==> src/rtl/ahb_sram_bridge.sv <==
// AHB-Lite slave to synchronous single-port SRAM bridge.
// Reads go straight to the SRAM in the address phase. Writes are parked in a
// one-entry buffer and drained in the next cycle that has no read.
// Read-after-write hazards are resolved by byte-lane forwarding from that buffer.
module ahb_sram_bridge #(
    parameter int AW = 12
) (
    input  logic          HCLK,
    input  logic          HRESETn,
    input  logic          HSEL,
    input  logic [31:0]   HADDR,
    input  logic [1:0]    HTRANS,
    input  logic          HWRITE,
    input  logic [2:0]    HSIZE,
    input  logic [31:0]   HWDATA,
    input  logic          HREADY,
    output logic          HREADYOUT,
    output logic [31:0]   HRDATA,
    output logic          HRESP,
    input  logic [31:0]   SRAMRDATA,
    output logic [3:0]    SRAMWEN,
    output logic [31:0]   SRAMWDATA,
    output logic          SRAMCS0,
    output logic [AW-1:0] SRAMADDR
);

    logic          accept;
    logic          rd_accept;
    logic          wr_accept;
    logic          drain;
    logic [AW-1:0] word_addr;
    logic [3:0]    lane_mask;

    // Address-phase state: a write waiting for its data phase, and a read
    // whose data phase is the current cycle.
    logic          wr_pend;
    logic [AW-1:0] wr_addr;
    logic [3:0]    wr_mask;
    logic          rd_phase;
    logic [AW-1:0] rd_addr;

    // One-entry write buffer.
    logic          buf_valid;
    logic [AW-1:0] buf_addr;
    logic [3:0]    buf_wen;
    logic [31:0]   buf_data;

    // Address bits beyond the array and HTRANS[0] (SEQ vs NONSEQ) carry no
    // meaning for this slave.
    logic unused_bits;
    assign unused_bits = &{1'b0, HADDR[31:AW+2], HTRANS[0]};

    // Qualifying the accept with reset keeps the SRAM port quiet while reset is held.
    assign accept    = HRESETn & HSEL & HREADY & HTRANS[1];
    assign rd_accept = accept & ~HWRITE;
    assign wr_accept = accept & HWRITE;
    assign word_addr = HADDR[AW+1:2];
    assign drain     = buf_valid & ~rd_accept;

    // Zero-wait-state slave that never signals an error.
    assign HREADYOUT = 1'b1;
    assign HRESP     = 1'b0;

    // Byte-lane mask from transfer size and the low address bits.
    always_comb begin
        lane_mask = 4'b1111;
        case (HSIZE)
            3'd0:    lane_mask = 4'b0001 << HADDR[1:0];
            3'd1:    lane_mask = HADDR[1] ? 4'b1100 : 4'b0011;
            default: lane_mask = 4'b1111;
        endcase
    end

    // Capture address-phase information for the following data phase.
    always_ff @(posedge HCLK or negedge HRESETn) begin
        if (!HRESETn) begin
            wr_pend  <= 1'b0;
            wr_addr  <= '0;
            wr_mask  <= '0;
            rd_phase <= 1'b0;
            rd_addr  <= '0;
        end else begin
            wr_pend  <= wr_accept;
            rd_phase <= rd_accept;
            if (wr_accept) begin
                wr_addr <= word_addr;
                wr_mask <= lane_mask;
            end
            if (rd_accept) begin
                rd_addr <= word_addr;
            end
        end
    end

    // Write buffer: refill at the end of a write data phase (overrides a drain
    // on the same edge), otherwise empty it once it has been written to the SRAM.
    always_ff @(posedge HCLK or negedge HRESETn) begin
        if (!HRESETn) begin
            buf_valid <= 1'b0;
            buf_addr  <= '0;
            buf_wen   <= '0;
            buf_data  <= '0;
        end else if (wr_pend) begin
            buf_valid <= 1'b1;
            buf_addr  <= wr_addr;
            buf_wen   <= wr_mask;
            buf_data  <= HWDATA;
        end else if (drain) begin
            buf_valid <= 1'b0;
        end
    end

    // SRAM port arbitration: an accepted read always wins over a buffer drain.
    always_comb begin
        SRAMCS0   = 1'b0;
        SRAMWEN   = 4'b0000;
        SRAMADDR  = buf_addr;
        SRAMWDATA = buf_data;
        if (rd_accept) begin
            SRAMCS0  = 1'b1;
            SRAMADDR = word_addr;
        end else if (buf_valid) begin
            SRAMCS0 = 1'b1;
            SRAMWEN = buf_wen;
        end
    end

    // Read data: SRAM output, with lanes still held in the buffer for the same
    // word taken from the buffer instead.
    always_comb begin
        HRDATA = '0;
        if (rd_phase) begin
            HRDATA = SRAMRDATA;
            if (buf_valid && (buf_addr == rd_addr)) begin
                for (int i = 0; i < 4; i++) begin
                    if (buf_wen[i]) begin
                        HRDATA[8*i +: 8] = buf_data[8*i +: 8];
                    end
                end
            end
        end
    end

endmodule

==> config.mk <==
export PLATFORM = sky130hd
export DESIGN_NAME = ahb_sram_bridge
export DESIGN_NICKNAME = d
export VERILOG_FILES = /design/src/rtl/ahb_sram_bridge.sv
export SDC_FILE = /design/constraint.sdc
export NUM_CORES = 1
export LEC_CHECK = 0
export BUFFER_PORTS_ARGS = -buffer_cell sky130_fd_sc_hd__buf_2
export CAP_MARGIN = 20
export CORE_MARGIN = 2
export CORE_UTILIZATION = 50
export CTS_CLUSTER_SIZE = 14
export DETAILED_ROUTE_END_ITERATION = 10
export GPL_TIMING_DRIVEN = 1
export PLACE_DENSITY = 0.86
export SYNTH_ARGS = -nofsm -noshare
export SYNTH_HDL_FRONTEND = slang
export SYNTH_SLANG_ARGS = --single-unit
==> constraint.sdc <==
create_clock -name HCLK -period 4.7 [get_ports HCLK]
set_input_delay 0.94 -clock HCLK [delete_from_list [all_inputs] [get_ports HCLK]]
set_output_delay 0.94 -clock HCLK [all_outputs]
set_load 0.01 [all_outputs]
==> results.md, run 1 <==
* DP HPWL at 6531 µm
* Status: finished, final reports clean
* Synthesized Nets at 478
* Vias/cell at 5.027
* Worst Skew at 0.01188 ns
* Final min period at 3.643 ns
* Power Dens Cells at 389.2 nW/µm²
* DRC Markers at 0
* Die Area at 8572 µm²
* Fillers at 618
* Maxcap violations at 0
* Root buffer cell: clkbuf_8
* Setup Buffers After CTS at 0
* Global-route wire length before repair at 14180 µm
* Critical path data required time at 3.76 ns
* Post-Synthesis Cell Area at 3924 µm²
* # hold bufs at CTS at 0
* Post-DRT Antenna Nets at 0
* Leakage power total at 2.662 nW
* # nets final at 637
* Final period util at 77.51%
* Share of cells above drive strength 1 at 47.20%
* Port bufs at 167
* Register bit total from synthesis at 79
* Fin Setup TNS at 0 ns
* Max FO, Critical Path at 25
* R2R Path End: SRAMWDATA[4]$_DFFE_PN0P_
* Fmax achieved at 0.2745 GHz
* Largest net degree at the start of global routing at 80
* Vias in the first global route at 2972
* I/O pin total at 189
* FF/Latch Area at 1979 µm²
* Gate Count Post-Synth at 372
* Endpoints failing setup at 0
* Worst r2r path cells at 2
* Max-slew headroom at 34.58%
* Die Wd at 92.59 µm
* Netlist cell types at 28
* Worst setup path start: HRESETn
* Core area at 7647 µm²
* Post-Place Cells at 620
* Setup slack on the worst flop-to-flop path at 3.29 ns
* CTS clk-pin slew, worst paths at 0.08 ns
* R2r startpoint: wr_pend$_DFF_PN0_
* Worst setup path class: in -> out
* CP Launch Type: input port
* Final Max Slew Viols at 0
* Die height at 92.59 µm
* Initial drt markers at 103
* TritonCTS Buffers at 9
* Total Routing Usage GR at 21.06%
* Worst-skew pair later-pin latency at 0.35 ns
* Htree depth at 3
* Worst EP arrival at 2.70 ns
* Post-CTS Resized at 0
* CTS tree: yes
* Fin. Hold Viols at 0
* Total gr overflow at 0
* Share of the synthesized area in the top cell type at 50.38%
* GPL Wtd Cong at 0.7638
* Least-Margin Pin Slew at 0.9813 ns
* RSZ-0062 raised after global routing: no
* Sequential area share after synthesis at 50.38%
* Per-cell routed wire length at 14.25 µm
* Synth area leader: dfrtp_1
* Critical Path Sink: SRAMADDR[10]
* ANT cells at 0
* Routed via count at 3207
* Non-Filler Instances at 638
* Sink Count at 79
* Hold Path Class: reg -> reg
* Initial antenna violation count at 0
* Total Routed Length at 9092 µm
* Initial core utilization at 51.31%
* Synth area leaders: dfrtp_1 50%, mux2_2 17%, nand2_1 11%
* Max Buffers Root-to-Sink at 2
* Detailed Routing Iterations Pass 1 at 6
* Syn Area/Cell at 10.55 µm²
* Max IR drop VDD at 296.2 µV
* Area delta synth->final at 29.37%
* Num rows at 32
* Synth warn at 0
* Area occupied by multi-input gates at 1815 µm²
* CP Capture Type: primary output
[cell families (layout without fill, tap and decap cells)]
group / after synthesis / after routing / share of synthesized area (%)
simple gates: 141 / 141 / 16.14
mux: 91 / 91 / 25.10
flops: 79 / 79 / 50.38
buf+inv: 31 / 195 / 3.348
compound gates: 20 / 20 / 3.061
xor+xnor: 8 / 8 / 1.786
other cells: 2 / 2 / 0.1914
[per-stage QoR]
| stage | power, mW | setup WS [ns] | utilization, % | cell area (µm²) | hold WS [ns] |
|---|---|---|---|---|---|
| after floorplan | 1.212 | 1.713 | - | 3924 | 0.4437 |
| after global placement | 1.395 | 1.132 | 62.79 | 4802 | 0.4528 |
| after detailed placement | 1.424 | 1.093 | 62.79 | 4802 | 0.4619 |
| after CTS | 1.993 | 1.056 | 65.76 | 5029 | 0.4836 |
| after global routing | 2.090 | 0.8785 | 66.38 | 5076 | 0.4824 |
| final | 1.976 | 1.057 | 66.38 | 5076 | 0.4871 |
[placed cells by master, fill, tap and decap left out, types with 4 or more instances in the layout]
cell type / instances
buf_2: 166
nand2_1: 120
dfrtp_1: 77
mux2_2: 59
mux2i_1: 32
o21ai_0: 12
clkbuf_8: 9
inv_1: 8
nand4_1: 5
xnor2_1: 5
and3_1: 4
nor2_8: 4
[cell usage after synthesis, drive strengths merged]
master / instances
a21boi: 2
a21o: 2
a21oi: 1
a221oi: 1
a222oi: 1
and3: 4
buf: 6
clkbuf: 16
clkinv: 1
conb: 2
dfrtp: 79
inv: 8
mux2: 59
mux2i: 32
nand2: 120
nand2b: 2
nand3: 1
nand4: 5
nor2: 7
o21ai: 12
o22ai: 1
or2: 1
or4: 1
xnor2: 5
xor2: 3
[per-layer routing]
layer | GRT usage (%) | vias up | routed length [µm]
met5 | 0 | - | 0
li1 | - | 1555 | -
met1 | 27.05 | 1537 | 3848
met4 | 5.100 | 0 | 46
met2 | 35.52 | 111 | 4529
met3 | 5.777 | 4 | 667
[worst min path at each step]
stage | startpoint | cells after the start | slack [ns] | endpoint
finish | wr_mask[3]$_DFFE_PN0P_ | 1 | 0.49 | wr_mask[3]$_DFFE_PN0P_
global route | HRESETn | 2 | 0.48 | wr_mask[1]$_DFFE_PN0P_
CTS | wr_mask[3]$_DFFE_PN0P_ | 1 | 0.48 | wr_mask[3]$_DFFE_PN0P_
detailed placement | wr_mask[3]$_DFFE_PN0P_ | 1 | 0.46 | wr_mask[3]$_DFFE_PN0P_
global placement | wr_mask[3]$_DFFE_PN0P_ | 1 | 0.45 | wr_mask[3]$_DFFE_PN0P_
floorplan | wr_mask[3]$_DFFE_PN0P_ | 1 | 0.44 | wr_mask[3]$_DFFE_PN0P_
[layout make-up]
type / count / area share (%)
clock buffer: 9 / 2.440
clock inverter: 7 / 2.021
inverter: 9 / 0.6655
multi-input combinational: 262 / 35.77
sequential: 79 / 38.99
tap: 102 / 2.514
timing repair buffer: 170 / 17.60
[state kept, by name, indices dropped and copies added (netlist names)]
name       cells
buf_valid      1
buf_addr      12
wr_pend        1
buf_wen        4
rd_addr       12
SRAMWDATA     32
wr_addr       12
rd_phase       1
wr_mask        4
[critical path, stage by stage]
cell and delay (ns):
buf_4 0.12, nand4_1 0.10, or2_2 0.41, clkinv_1 0.57, nand2_1 0.29, nand2_1 0.10, buf_2 0.15
[power breakdown]
part           switching [mW]  internal (mW)  leakage [nW]
sequential              0.114          0.837         0.982
combinational           0.220          0.238          1.57
clock                   0.261          0.306         0.111
(Power assumes the default switching activity.)
==> inputs of run 2 (changes only) <==
- CORE_UTILIZATION: 50 -> 47
- PLACE_DENSITY: 0.86 -> 0.81
- clock period: 4.7 -> 3.4 ns (I/O delays scaled with it)
==> run 2 against run 1 <==
Against the previous run: flip-flop and latch count unchanged; non-clock buffer count up 2; hold slack worse by 0.10 ns; global-route usage down 0.85 points; worst setup slack worse by 0.84 ns; first-iteration DRC count up 24%; critical path depth down 1; sequential power up 39%; via count up 1.0%; count of clock-buffer cells in the layout up 2; core utilization down 4.2 points; critical endpoint is now HRDATA[29]; largest cell class unchanged; largest power group unchanged.
==> results.md, run 2 (synthesis results as in run 1) <==
* Final Max Slew Viols at 0
* Post-DRT Antenna Nets at 0
* DRC Markers at 0
* Routed via count at 3239
* Area occupied by multi-input gates at 1815 µm²
* Final core utilization at 62.19%
* Sink Count at 79
* Detailed Routing Iterations Pass 1 at 5
* TritonCTS Buffers at 9
* Final Instance Area at 5059 µm²
* Maxcap violations at 0
* FF/Latch Area at 1979 µm²
* Worst-skew pair later-pin latency at 0.34 ns
* # nets final at 639
* Total Routed Length at 9384 µm
* Final period util at 93.63%
* Leakage power total at 2.650 nW
* Critical path data required time at 2.72 ns
* Largest register FFs at 32
* Setup slack on the worst flop-to-flop path at 1.90 ns
* Vias in the first global route at 2982
* GPL Wtd Cong at 0.7840
* Final min period at 3.184 ns
* Design Power at 2.637 mW
* Post-CTS Resized at 0
* Setup Buffers After CTS at 0
* Max FO, Critical Path at 8
* I/O pin total at 189
* Area delta synth->final at 28.92%
* Status: finished, final reports clean
* Initial drt markers at 128
* Per-cell routed wire length at 14.59 µm
* Global-route wire length before repair at 13930 µm
* Hold_ws at 0.3851 ns
* Endpoints failing setup at 0
* DP Area at 4821 µm²
* Least-Margin Pin Slew at 0.8189 ns
* Port bufs at 167
* ANT cells at 0
* Die Wd at 95.37 µm
* Fin Setup TNS at 0 ns
* Hold Path Class: in -> async
* DP HPWL at 6812 µm
* Total gr overflow at 0
* Commonest non-fill, non-tap cells in the layout: 166 x buf_2, 120 x nand2_1, 77 x dfrtp_1
* Root buffer cell: clkbuf_8
* Vias/cell at 5.037
* CTS tree: yes
* Max IR drop VDD at 337.5 µV
* Power Dens Cells at 521.3 nW/µm²
* Worst Path Buf+Inv at 1
* Worst EP arrival at 2.50 ns
* Slowest stage cell, crit path: a221oi_1
* Htree depth at 3
* Die height at 95.37 µm
* Max Buffers Root-to-Sink at 2
* CP Capture Type: primary output
* Largest net degree at the start of global routing at 80
* Max-slew headroom at 45.28%
* Fillers at 685
* CTS clk-pin slew, worst paths at 0.08 ns
* Crit path cell chain: xor2_1 > a221oi_1 > nand4_1 > nor2_8 > mux2i_1 > buf_2
* Largest stage delay on the critical path at 0.50 ns
* Worst setup path class: reg -> out
* Cell family with most CP delay: simple AND/OR/NAND/NOR gates
* Worst Skew at 0.006939 ns
* Num rows at 33
* CP Launch Type: flip-flop
* RSZ-0062 raised after global routing: no
* Fin. Hold Viols at 0
* Initial antenna violation count at 0
* Initial core utilization at 48.24%
* Total Routing Usage GR at 20.20%
* Core area at 8134 µm²
* Fmax achieved at 0.3141 GHz
* Most common cell after layout, fill and taps aside: buf_2
* Share of cells above drive strength 1 at 47.03%
* Die Area at 9095 µm²
* # hold bufs at CTS at 0
## run 2: cell types whose count changed in the layout (fill, tap and decap cells not counted), sizes merged
| cell | previous run | this run |
|---|---|---|
| inv | 11 | 8 |
| buf | 170 | 172 |
| clkbuf | 9 | 11 |
| bufinv | 2 | 1 |
| clkinv | 2 | 3 |
| clkinvlp | 1 | 2 |
## run 2: stage by stage
stage / setup WS, ns / instances
CTS: 0.1835 / 641
finish: 0.2164 / 643
global route: 0.07607 / 643
detailed placement: 0.5798 / 625
global placement: 0.6272 / 625
floorplan: 0.9332 / 372
## run 2: layer usage
layer	vias to the layer above	global-route usage [%]	routed length [µm]
met4	0	9.405	221
li1	1555	-	-
met3	17	4.506	835
met5	-	0	0
met1	1530	24.94	3875
met2	137	33.80	4452
## run 2: area by class of cell
cell class              instances  area share, %
clock buffers                  11          2.597
clock inverters                 5          1.163
inverters                       9         0.6678
multi-input cells             262          35.89
flip-flops and latches         79          39.13
well taps                     105          2.597
repair buffers                172          17.96
## run 2: final timing paths
kind / start / cells after the start / end
worst max-delay path: buf_addr[6]$_DFFE_PN0P_ / 6 / HRDATA[29]
worst min-delay path: HRESETn / 2 / wr_addr[10]$_DFFE_PN0P_
worst max register to register: wr_pend$_DFF_PN0_ / 2 / buf_addr[9]$_DFFE_PN0P_
worst min register to register: wr_mask[0]$_DFFE_PN0P_ / 2 / wr_mask[0]$_DFFE_PN0P_
max in group asynchronous: HRESETn / 3 / rd_phase$_DFF_PN0_
min in group HCLK: wr_mask[0]$_DFFE_PN0P_ / 2 / wr_mask[0]$_DFFE_PN0P_
## run 2: power breakdown
part | internal (mW) | switching (mW) | total [mW] | leakage, nW
logic | 0.329 | 0.313 | 0.642 | 1.58
clock network | 0.340 | 0.340 | 0.680 | 0.0895
registers | 1.16 | 0.158 | 1.32 | 0.982
total | 1.83 | 0.811 | 2.64 | 2.65
==> inputs of run 3 (changes only) <==
- BUFFER_PORTS_ARGS: -buffer_cell sky130_fd_sc_hd__buf_2 -> not set
- CORE_UTILIZATION: 47 -> 60
- DONT_BUFFER_PORTS: not set -> 1
- PLACE_DENSITY: 0.81 -> 0.79
- SETUP_SLACK_MARGIN: not set -> 0.3
==> run 3 against run 2 <==
Against the previous run: core utilization increased by 4.7 points; critical path depth fell by 1; clock power rose by 2%; fmax grew 7.7%; register-to-register slack better by 0.02 ns; count of clock-buffer cells in the layout is 1 higher; hold slack worse by 0.35 ns; sequential power grew 5%; via count down 20%; cell count down 31%; largest power group unchanged; highest routed layer unchanged.
==> results.md, run 3 (synthesis results as in run 1) <==
* Fmax achieved at 0.3381 GHz
* Post-Place Cells at 428
* Initial core utilization at 61.79%
* Final Max Slew Viols at 0
* Slowest stage cell, crit path: or4_4
* Worst-skew pair later-pin latency at 0.34 ns
* Vias in the first global route at 2580
* Die Area at 7202 µm²
* Worst EP arrival at 2.28 ns
* Die height at 84.87 µm
* Largest net degree at the start of global routing at 81
* I/O pin total at 189
* Total Routed Length at 7888 µm
* Levels on crit path at 5
* Crit path cell chain: xnor2_1 > nand3_1 > or4_4 > nor2_8 > mux2i_1
* Largest register FFs at 32
* Total Routing Usage GR at 21.60%
* Hold Path Class: in -> async
* Per-cell routed wire length at 17.73 µm
* Commonest non-fill, non-tap cells in the layout: 120 x nand2_1, 77 x dfrtp_1, 59 x mux2_2
* Most common cell after layout, fill and taps aside: nand2_1
* Leakage power total at 1.939 nW
* R2r startpoint: wr_pend$_DFF_PN0_
* R2R Path End: buf_addr[11]$_DFFE_PN0P_
* Max IR drop VDD at 331.0 µV
* DRC Markers at 0
* Die Wd at 84.87 µm
* Initial drt markers at 216
* Global-route wire length before repair at 12160 µm
* ANT cells at 0
* Max Buffers Root-to-Sink at 2
* Critical path data required time at 2.72 ns
* Fin Setup TNS at 0 ns
* Least-Margin Pin Slew at 0.9820 ns
* Final period util at 86.98%
* Fillers at 501
* Non-Filler Instances at 445
* Max FO, Critical Path at 8
* Final Instance Area at 4247 µm²
* Endpoints failing setup at 0
* Cell family with most CP delay: simple AND/OR/NAND/NOR gates
* GPL Wtd Cong at 0.7690
* Worst setup path class: reg -> out
* Root buffer cell: clkbuf_8
* CTS clk-pin slew, worst paths at 0.08 ns
* Htree depth at 3
* Setup slack on the worst flop-to-flop path at 1.92 ns
* Initial antenna violation count at 0
* Post-DRT Antenna Nets at 0
* CP Launch Type: flip-flop
* Largest stage delay on the critical path at 0.63 ns
* Fin. Hold Viols at 0
* Maxcap violations at 0
* Final min period at 2.957 ns
* DP HPWL at 5424 µm
* Worst setup path start: rd_addr[11]$_DFFE_PN0P_
* Critical Path Sink: HRDATA[28]
* CTS tree: yes
* # nets final at 470
* Power Dens Cells at 581.3 nW/µm²
* Share of cells above drive strength 1 at 29.08%
* DP Area at 3933 µm²
* Total gr overflow at 0
* Area delta synth->final at 8.227%
* Worst r2r path cells at 2
* TritonCTS Buffers at 9
* RSZ-0062 raised after global routing: yes
* Worst Skew at 0.009374 ns
* Worst Path Buf+Inv at 0
* Core area at 6350 µm²
* Sink Count at 79
* Detailed Routing Iterations Pass 1 at 6
* Vias/cell at 5.836
* Port bufs at 0
* Status: finished, final reports clean
* CP Capture Type: primary output
* Routed via count at 2597
* Max-slew headroom at 34.53%
* Num rows at 29
==> run 3: changes by cell type in the layout (fill, tap and decap cells not counted), moves of 2 or more <==
cell,change
buf_2,-166
mux2i_1,-22
mux2i_2,+22
clkbuf_8,+2
buf_4,-2
==> run 3: power by group <==
part           total, mW  internal [mW]  switching [mW]
registers           1.38           1.16           0.220
clock network      0.691          0.375           0.317
logic              0.400          0.214           0.186
total               2.47           1.75           0.722
==> run 3: routing by layer <==
layer	vias to the layer above	wire (µm)	GRT usage, %
met4	0	68	6.349
met5	-	0	0
met3	6	647	5.934
met2	120	3847	36.22
li1	1211	-	-
met1	1260	3325	27.73
==> run 3: what timing repair did <==
item	in CTS	in global routing
hold buffers	0	0
gates resized for setup	0	23
endpoints found under the setup margin	0	32
setup buffers	0	1
==> run 3: stage by stage <==
stage / utilization [%] / worst slack, ns / hold slack [ns] / power [mW]
2_1_floorplan: - / 0.9332 / 0.3844 / 1.675
3_3_place_gp: 61.93 / 0.7504 / 0.3856 / 1.752
3_5_place_dp: 61.93 / 0.7213 / 0.3854 / 1.782
4_1_cts: 65.04 / 0.3590 / 0.01939 / 2.475
5_1_grt: 66.88 / 0.2961 / 0.005628 / 2.604
6_report: 66.88 / 0.4427 / 0.03579 / 2.469
==> run 3: layout make-up <==
cell class                      instances  area [µm²]  share of cell area [%]
Clock inverter                          3       42.54                   1.002
Tap cell                               77       96.34                   2.269
Inverter                                9       33.78                  0.7955
Clock buffer                           12       155.1                   3.654
Timing Repair Buffer                    3       35.03                  0.8250
Sequential cell                        79        1979                   46.61
Multi-Input combinational cell        262        1904                   44.84
==> run 3: worst register-to-register path, delay by kind of cell (launching register included) <==
kind	cells	cell delay (ns)
buffers and inverters	1	0.27
DFF	1	0.73
muxes	1	0.38
==> run 3: how the worst min path moves through the flow <==
| stage | endpoint | slack, ns | start | cells after the start |
|---|---|---|---|---|
| finish | wr_addr[7]$_DFFE_PN0P_ | 0.04 | HRESETn | 0 |
| global route | wr_addr[7]$_DFFE_PN0P_ | 0.006 | HRESETn | 0 |
| CTS | buf_addr[8]$_DFFE_PN0P_ | 0.02 | HRESETn | 0 |
| detailed placement | wr_addr[7]$_DFFE_PN0P_ | 0.39 | HRESETn | 0 |
| global placement | wr_addr[7]$_DFFE_PN0P_ | 0.39 | HRESETn | 0 |
| floorplan | SRAMWDATA[0]$_DFFE_PN0P_ | 0.38 | HRESETn | 0 |
